`src/rtl/data_memory_if.sv`:
```
// rtl/data_memory_if.sv - request/response bus between an initiator and data_memory
interface data_memory_if;
    logic       READ;
    logic       WRITE;
    logic [7:0] ADDRESS;
    logic [7:0] WRITEDATA;
    logic [7:0] READDATA;
    logic       BUSYWAIT;
    logic       ERROR;

    // Initiator side: raises a request and holds it until BUSYWAIT falls.
    modport master (
        output READ,
        output WRITE,
        output ADDRESS,
        output WRITEDATA,
        input  READDATA,
        input  BUSYWAIT,
        input  ERROR
    );

    // Memory side.
    modport slave (
        input  READ,
        input  WRITE,
        input  ADDRESS,
        input  WRITEDATA,
        output READDATA,
        output BUSYWAIT,
        output ERROR
    );
endinterface

```
`src/rtl/data_memory.sv`:
```
// rtl/data_memory.sv - 256 x 8 data memory with fixed multi-cycle access latency
module data_memory #(
    parameter int LATENCY = 5
) (
    input  logic          CLK,
    input  logic          RESET,
    data_memory_if.slave  bus
);

    typedef enum logic [1:0] {
        IDLE    = 2'd0,
        ACCESS  = 2'd1,
        RELEASE = 2'd2
    } state_t;

    // The accepting edge and the completing edge are both counted in
    // LATENCY, so the counter only has to cover the edges in between.
    localparam logic [3:0] CNT_LOAD = 4'(LATENCY - 2);

    state_t     state;
    state_t     state_next;
    logic [3:0] cnt;
    logic [3:0] cnt_next;

    logic [7:0] mem [256];

    logic [7:0] addr_q;
    logic [7:0] wdata_q;
    logic       write_q;
    logic [7:0] readdata_q;
    logic       error_q;

    logic       one_req;
    logic       both_req;
    logic       accept;
    logic       complete;
    logic       busy;

    // Request decode: exactly one request is legal, both at once is an error.
    always_comb begin
        one_req  = bus.READ ^ bus.WRITE;
        both_req = bus.READ & bus.WRITE;
    end

    // Next-state, counter and busy decode for the access sequencer.
    always_comb begin
        state_next = state;
        cnt_next   = cnt;
        accept     = 1'b0;
        complete   = 1'b0;
        busy       = 1'b0;
        case (state)
            IDLE: begin
                // Combinational so the initiator stalls in the request cycle.
                busy = one_req;
                if (one_req) begin
                    accept     = 1'b1;
                    cnt_next   = CNT_LOAD;
                    state_next = ACCESS;
                end
            end
            ACCESS: begin
                busy = 1'b1;
                if (cnt != 4'd0) begin
                    cnt_next = cnt - 4'd1;
                end else begin
                    complete   = 1'b1;
                    state_next = RELEASE;
                end
            end
            RELEASE: begin
                // One quiet cycle lets the initiator drop its request.
                state_next = IDLE;
            end
            default: begin
                state_next = IDLE;
            end
        endcase
    end

    // State and latency counter registers.
    always_ff @(posedge CLK or posedge RESET) begin
        if (RESET) begin
            state <= IDLE;
            cnt   <= 4'd0;
        end else begin
            state <= state_next;
            cnt   <= cnt_next;
        end
    end

    // Capture the request at acceptance so bus changes mid-access are ignored.
    always_ff @(posedge CLK or posedge RESET) begin
        if (RESET) begin
            addr_q  <= 8'h00;
            wdata_q <= 8'h00;
            write_q <= 1'b0;
        end else if (accept) begin
            addr_q  <= bus.ADDRESS;
            wdata_q <= bus.WRITEDATA;
            write_q <= bus.WRITE;
        end
    end

    // Read result register: only a completing read updates it.
    always_ff @(posedge CLK or posedge RESET) begin
        if (RESET) begin
            readdata_q <= 8'h00;
        end else if (complete && !write_q) begin
            readdata_q <= mem[addr_q];
        end
    end

    // Illegal-request flag, high for the cycle after a both-high edge in IDLE.
    always_ff @(posedge CLK or posedge RESET) begin
        if (RESET) begin
            error_q <= 1'b0;
        end else begin
            error_q <= (state == IDLE) && both_req;
        end
    end

    // Storage array; cleared by reset, so an aborted write never lands.
    always_ff @(posedge CLK or posedge RESET) begin
        if (RESET) begin
            for (int i = 0; i < 256; i++) begin
                mem[i] <= 8'h00;
            end
        end else if (complete && write_q) begin
            mem[addr_q] <= wdata_q;
        end
    end

    assign bus.READDATA = readdata_q;
    assign bus.ERROR    = error_q;
    assign bus.BUSYWAIT = busy & ~RESET;

endmodule

```
`src/flat_wrapper.sv`:
```
// flat-port wrapper written by rule: the top's interface ports become plain ports
module data_memory_flat 
#(
    parameter int LATENCY = 5
)
  (CLK, RESET, bus_READ, bus_WRITE, bus_ADDRESS, bus_WRITEDATA, bus_READDATA, bus_BUSYWAIT, bus_ERROR);
  data_memory_if bus_i ();
  input  logic CLK;
  input  logic RESET;
  input wire logic [$bits(bus_i.READ)-1:0] bus_READ;
  input wire logic [$bits(bus_i.WRITE)-1:0] bus_WRITE;
  input wire logic [$bits(bus_i.ADDRESS)-1:0] bus_ADDRESS;
  input wire logic [$bits(bus_i.WRITEDATA)-1:0] bus_WRITEDATA;
  output wire logic [$bits(bus_i.READDATA)-1:0] bus_READDATA;
  output wire logic [$bits(bus_i.BUSYWAIT)-1:0] bus_BUSYWAIT;
  output wire logic [$bits(bus_i.ERROR)-1:0] bus_ERROR;
  assign bus_i.READ = bus_READ;
  assign bus_i.WRITE = bus_WRITE;
  assign bus_i.ADDRESS = bus_ADDRESS;
  assign bus_i.WRITEDATA = bus_WRITEDATA;
  assign bus_READDATA = bus_i.READDATA;
  assign bus_BUSYWAIT = bus_i.BUSYWAIT;
  assign bus_ERROR = bus_i.ERROR;
  data_memory #(.LATENCY(LATENCY)) u_core (.CLK(CLK), .RESET(RESET), .bus(bus_i));
endmodule
```
`config.mk`:
```
export PLATFORM = sky130hd
export DESIGN_NAME = data_memory_flat
export DESIGN_NICKNAME = d
export VERILOG_FILES = /design/src/rtl/data_memory_if.sv /design/src/rtl/data_memory.sv /design/src/flat_wrapper.sv
export SDC_FILE = /design/constraint.sdc
export NUM_CORES = 2
export LEC_CHECK = 0
export ABC_AREA = 1
export ABC_CLOCK_PERIOD_IN_PS = 63000
export BUFFER_PORTS_ARGS = -buffer_cell sky130_fd_sc_hd__buf_2
export CAP_MARGIN = 40
export CORE_MARGIN = 3
export CORE_UTILIZATION = 40
export CTS_CLUSTER_DIAMETER = 30
export DETAILED_ROUTE_END_ITERATION = 8
export GPL_ROUTABILITY_DRIVEN = 0
export SLEW_MARGIN = 20
export SYNTH_ARGS = -nofsm -noshare
export SYNTH_HDL_FRONTEND = slang
export SYNTH_SLANG_ARGS = --single-unit
export TNS_END_PERCENT = 10
```
`constraint.sdc`:
```
create_clock -name CLK -period 63 [get_ports CLK]
set_input_delay 9.45 -clock CLK [delete_from_list [all_inputs] [get_ports CLK]]
set_output_delay 9.45 -clock CLK [all_outputs]
set_load 0.02 [all_outputs]
```
==> metrics.txt <==
status=completed; maximum buffer depth of the clock tree=4; FMAX=50.6 MHz; setup TNS=0 ns; clock root buffer=clkbuf_16; Remaining Overflow, GRT=0; DRT Wirelength=309000 µm; port bufs=29; Worst Tran Pin Value=around 1 ns; Layout Cells excl Fill=between 15000 and 20000; Final Max Slew Viols=0; Top delay family on crit path=buffers and inverters; die area=around 250000 µm²; LEAKAGE=~56 nW; total number of vias=83900; final worst path period need=19.77 ns; vias per cell=5.35; setup violators final=0; sequence of cells on the critical path=buf_2, ha_1, nand2_1, a21oi_1, buf_2; row count=179; Starting Density=0.403; post-synth net total=between 10000 and 15000; filler instances=between 20000 and 25000; register area share after synthesis=0.543; first-pass GRT wire length=482000 µm; largest net degree at the start of global routing=171; Crit Path Class=input port to output port; period utilisation layout=0.314; Hold Vio Cnt, Final=0; dpl hpwl=176000 µm; max incr delay on CP=0.28 ns; post-CTS setup buffers=0; worst min path class=flop to flop; H-Tree Depth=5; Die Height=496 µm; worst rel slew slack=0.337; maxcap violations=0; layout cells sized above 1=0.101; number of synthesized register bits=around 2100; Worst Path Arrival=10.32 ns; yosys warns=0; Initial DRC Count=just over 9000; Skew-Pair Late Insertion Delay=0.98 ns; CTS buffer count=479; Cells after DPL=14800; Total Power=4.93 mW; CTS tree=done; commonest non-fill, non-tap cell in the layout=nand2_1; Die X=496 µm; RSZ-0062 raised after global routing=no; initial antenna violation count=6; placed cell areas=slightly below 100000 µm²; dpl ws=~43 ns; CORE AREA=roughly 240000 µm²; Clk pin slew, worst setup/hold paths=around 0.050 ns; Layout area overhead=20.2%; Critical Path Fanout Max=5; post-synthesis cell count=around 12000; post-synth cell types=27; most frequent cells in the layout=nand2_1 (6123), dfrtp_1 (2078), o21ai_0 (1816); min setup slack post-route=about 43 ns; Crit path required time=53.55 ns; CTS Hold Bufs=0; CP endpoint kind=output port; io pins=30; PwrDens=42.7 nW/µm²; GRT Total Usage=0.249; Worst path most repeated cell=buf_2; Worst Skew=0.0578 ns; Bufs and invs on worst path=2; CTS resizes=0; DRT antenna net count=0; post-layout util=0.484; Final #Nets=12200; synthesized cell area=95900 µm²; drt drc=0; CP max-delay cell=ha_1; syn avg cell area=roughly 7.8 µm²; CP Launch Type=input port; CTS sink count=approximately 2100; Design Area, Final=115000 µm²; maximum VDD drop=0.0572 mV; Initial DRT Pass Iterations=7; Hold WS=0.462 ns; routed len/inst=19.7 µm; vias in the first global route=81600
-- worst paths after layout --
kind	from	end	slack, ns	cells after the start
setup / recovery	bus_WRITE	bus_BUSYWAIT	43.23	5
hold / removal	u_core.state[0]$_DFFE_PP0P_	u_core.bus.ERROR$_DFF_PP0_	0.46	1
setup reg to reg	u_core.addr_q[0]$_DFFE_PP0P_	u_core.bus.READDATA[4]$_DFFE_PP0P_	57.47	19
hold reg to reg	u_core.state[0]$_DFFE_PP0P_	u_core.bus.ERROR$_DFF_PP0_	0.46	1
max in group asynchronous	RESET	u_core.mem[252]$_DFFE_PP0P_	50.66	10
min in group asynchronous	RESET	u_core.mem[663]$_DFFE_PP0P_	8.60	3
-- synth_stat cells, drive strengths merged --
master / number / share of area
dfrtp: 2080 / 0.54
inv: 46 / 0.0018
or2: 8 / 0.00052
a31oi: 1 / 0.000065
o21ai: 2125 / 0.11
nor3: 2 / 0.00010
clkbuf: 619 / 0.024
nor2: 369 / 0.018
buf: 279 / 0.017
a21oi: 54 / 0.0028
nand2: 6301 / 0.26
nand4: 128 / 0.0083
nor3b: 1 / 0.000078
nand3: 345 / 0.018
ha: 2 / 0.00026
o21a: 2 / 0.00016
-- cell families (layout without fill, tap and decap cells) --
group / after synthesis / in the layout / synth area share
compound gates: 2182 / 2182 / 0.114
fa+ha+maj: 2 / 2 / 0.000261
buf+inv: 944 / 1114 / 0.0427
flops: 2080 / 2080 / 0.543
other cells: 0 / 3 / 0
simple gates: 7154 / 7154 / 0.300
-- routing by layer --
layer | vias to the layer above | share of wire | GRT usage
li1 | 39200 | - | -
met1 | 40800 | 0.43 | 0.345
met2 | 3325 | 0.45 | 0.388
met3 | 629 | 0.081 | 0.0461
met4 | 4 | 0.036 | 0.0982
met5 | - | 0.000087 | 0
-- sequential cells by signal, indices dropped and copies added, names as in the netlist --
signal and cells:
u_core.cnt 4, u_core.write_q 1, u_core.wdata_q 8, u_core.addr_q 8, u_core.state 2, u_core.mem 2048
u_core.bus.READDATA 8, u_core.bus.ERROR 1
-- report_power, final --
part | switching, mW | internal (mW) | total, mW
clock | 0.767 | 1.79 | 2.55
sequential | 0.0278 | 1.37 | 1.40
combinational | 0.851 | 0.128 | 0.980
total | 1.65 | 3.28 | 4.93
-- worst reg2reg max path, delay by kind of cell (launching register included) --
kind | cells | cell delay [ns]
flip-flops | 1 | 0.80
AND/OR/NAND/NOR | 13 | 1.98
buffers and inverters | 6 | 2.68
-- area by class of cell --
cell class,instances,area [µm²],share of cell area
multi-input combinational,9338,39800,0.345
clock buffer,620,13400,0.116
inverter,46,256,0.00222
sequential,2080,52100,0.451
clock inverter,244,3320,0.0288
tap,3167,3960,0.0344
antenna,3,7.51,0.0000651
timing repair buffer,204,2510,0.0218
No activity file was read; power rests on OpenSTA's default activity.
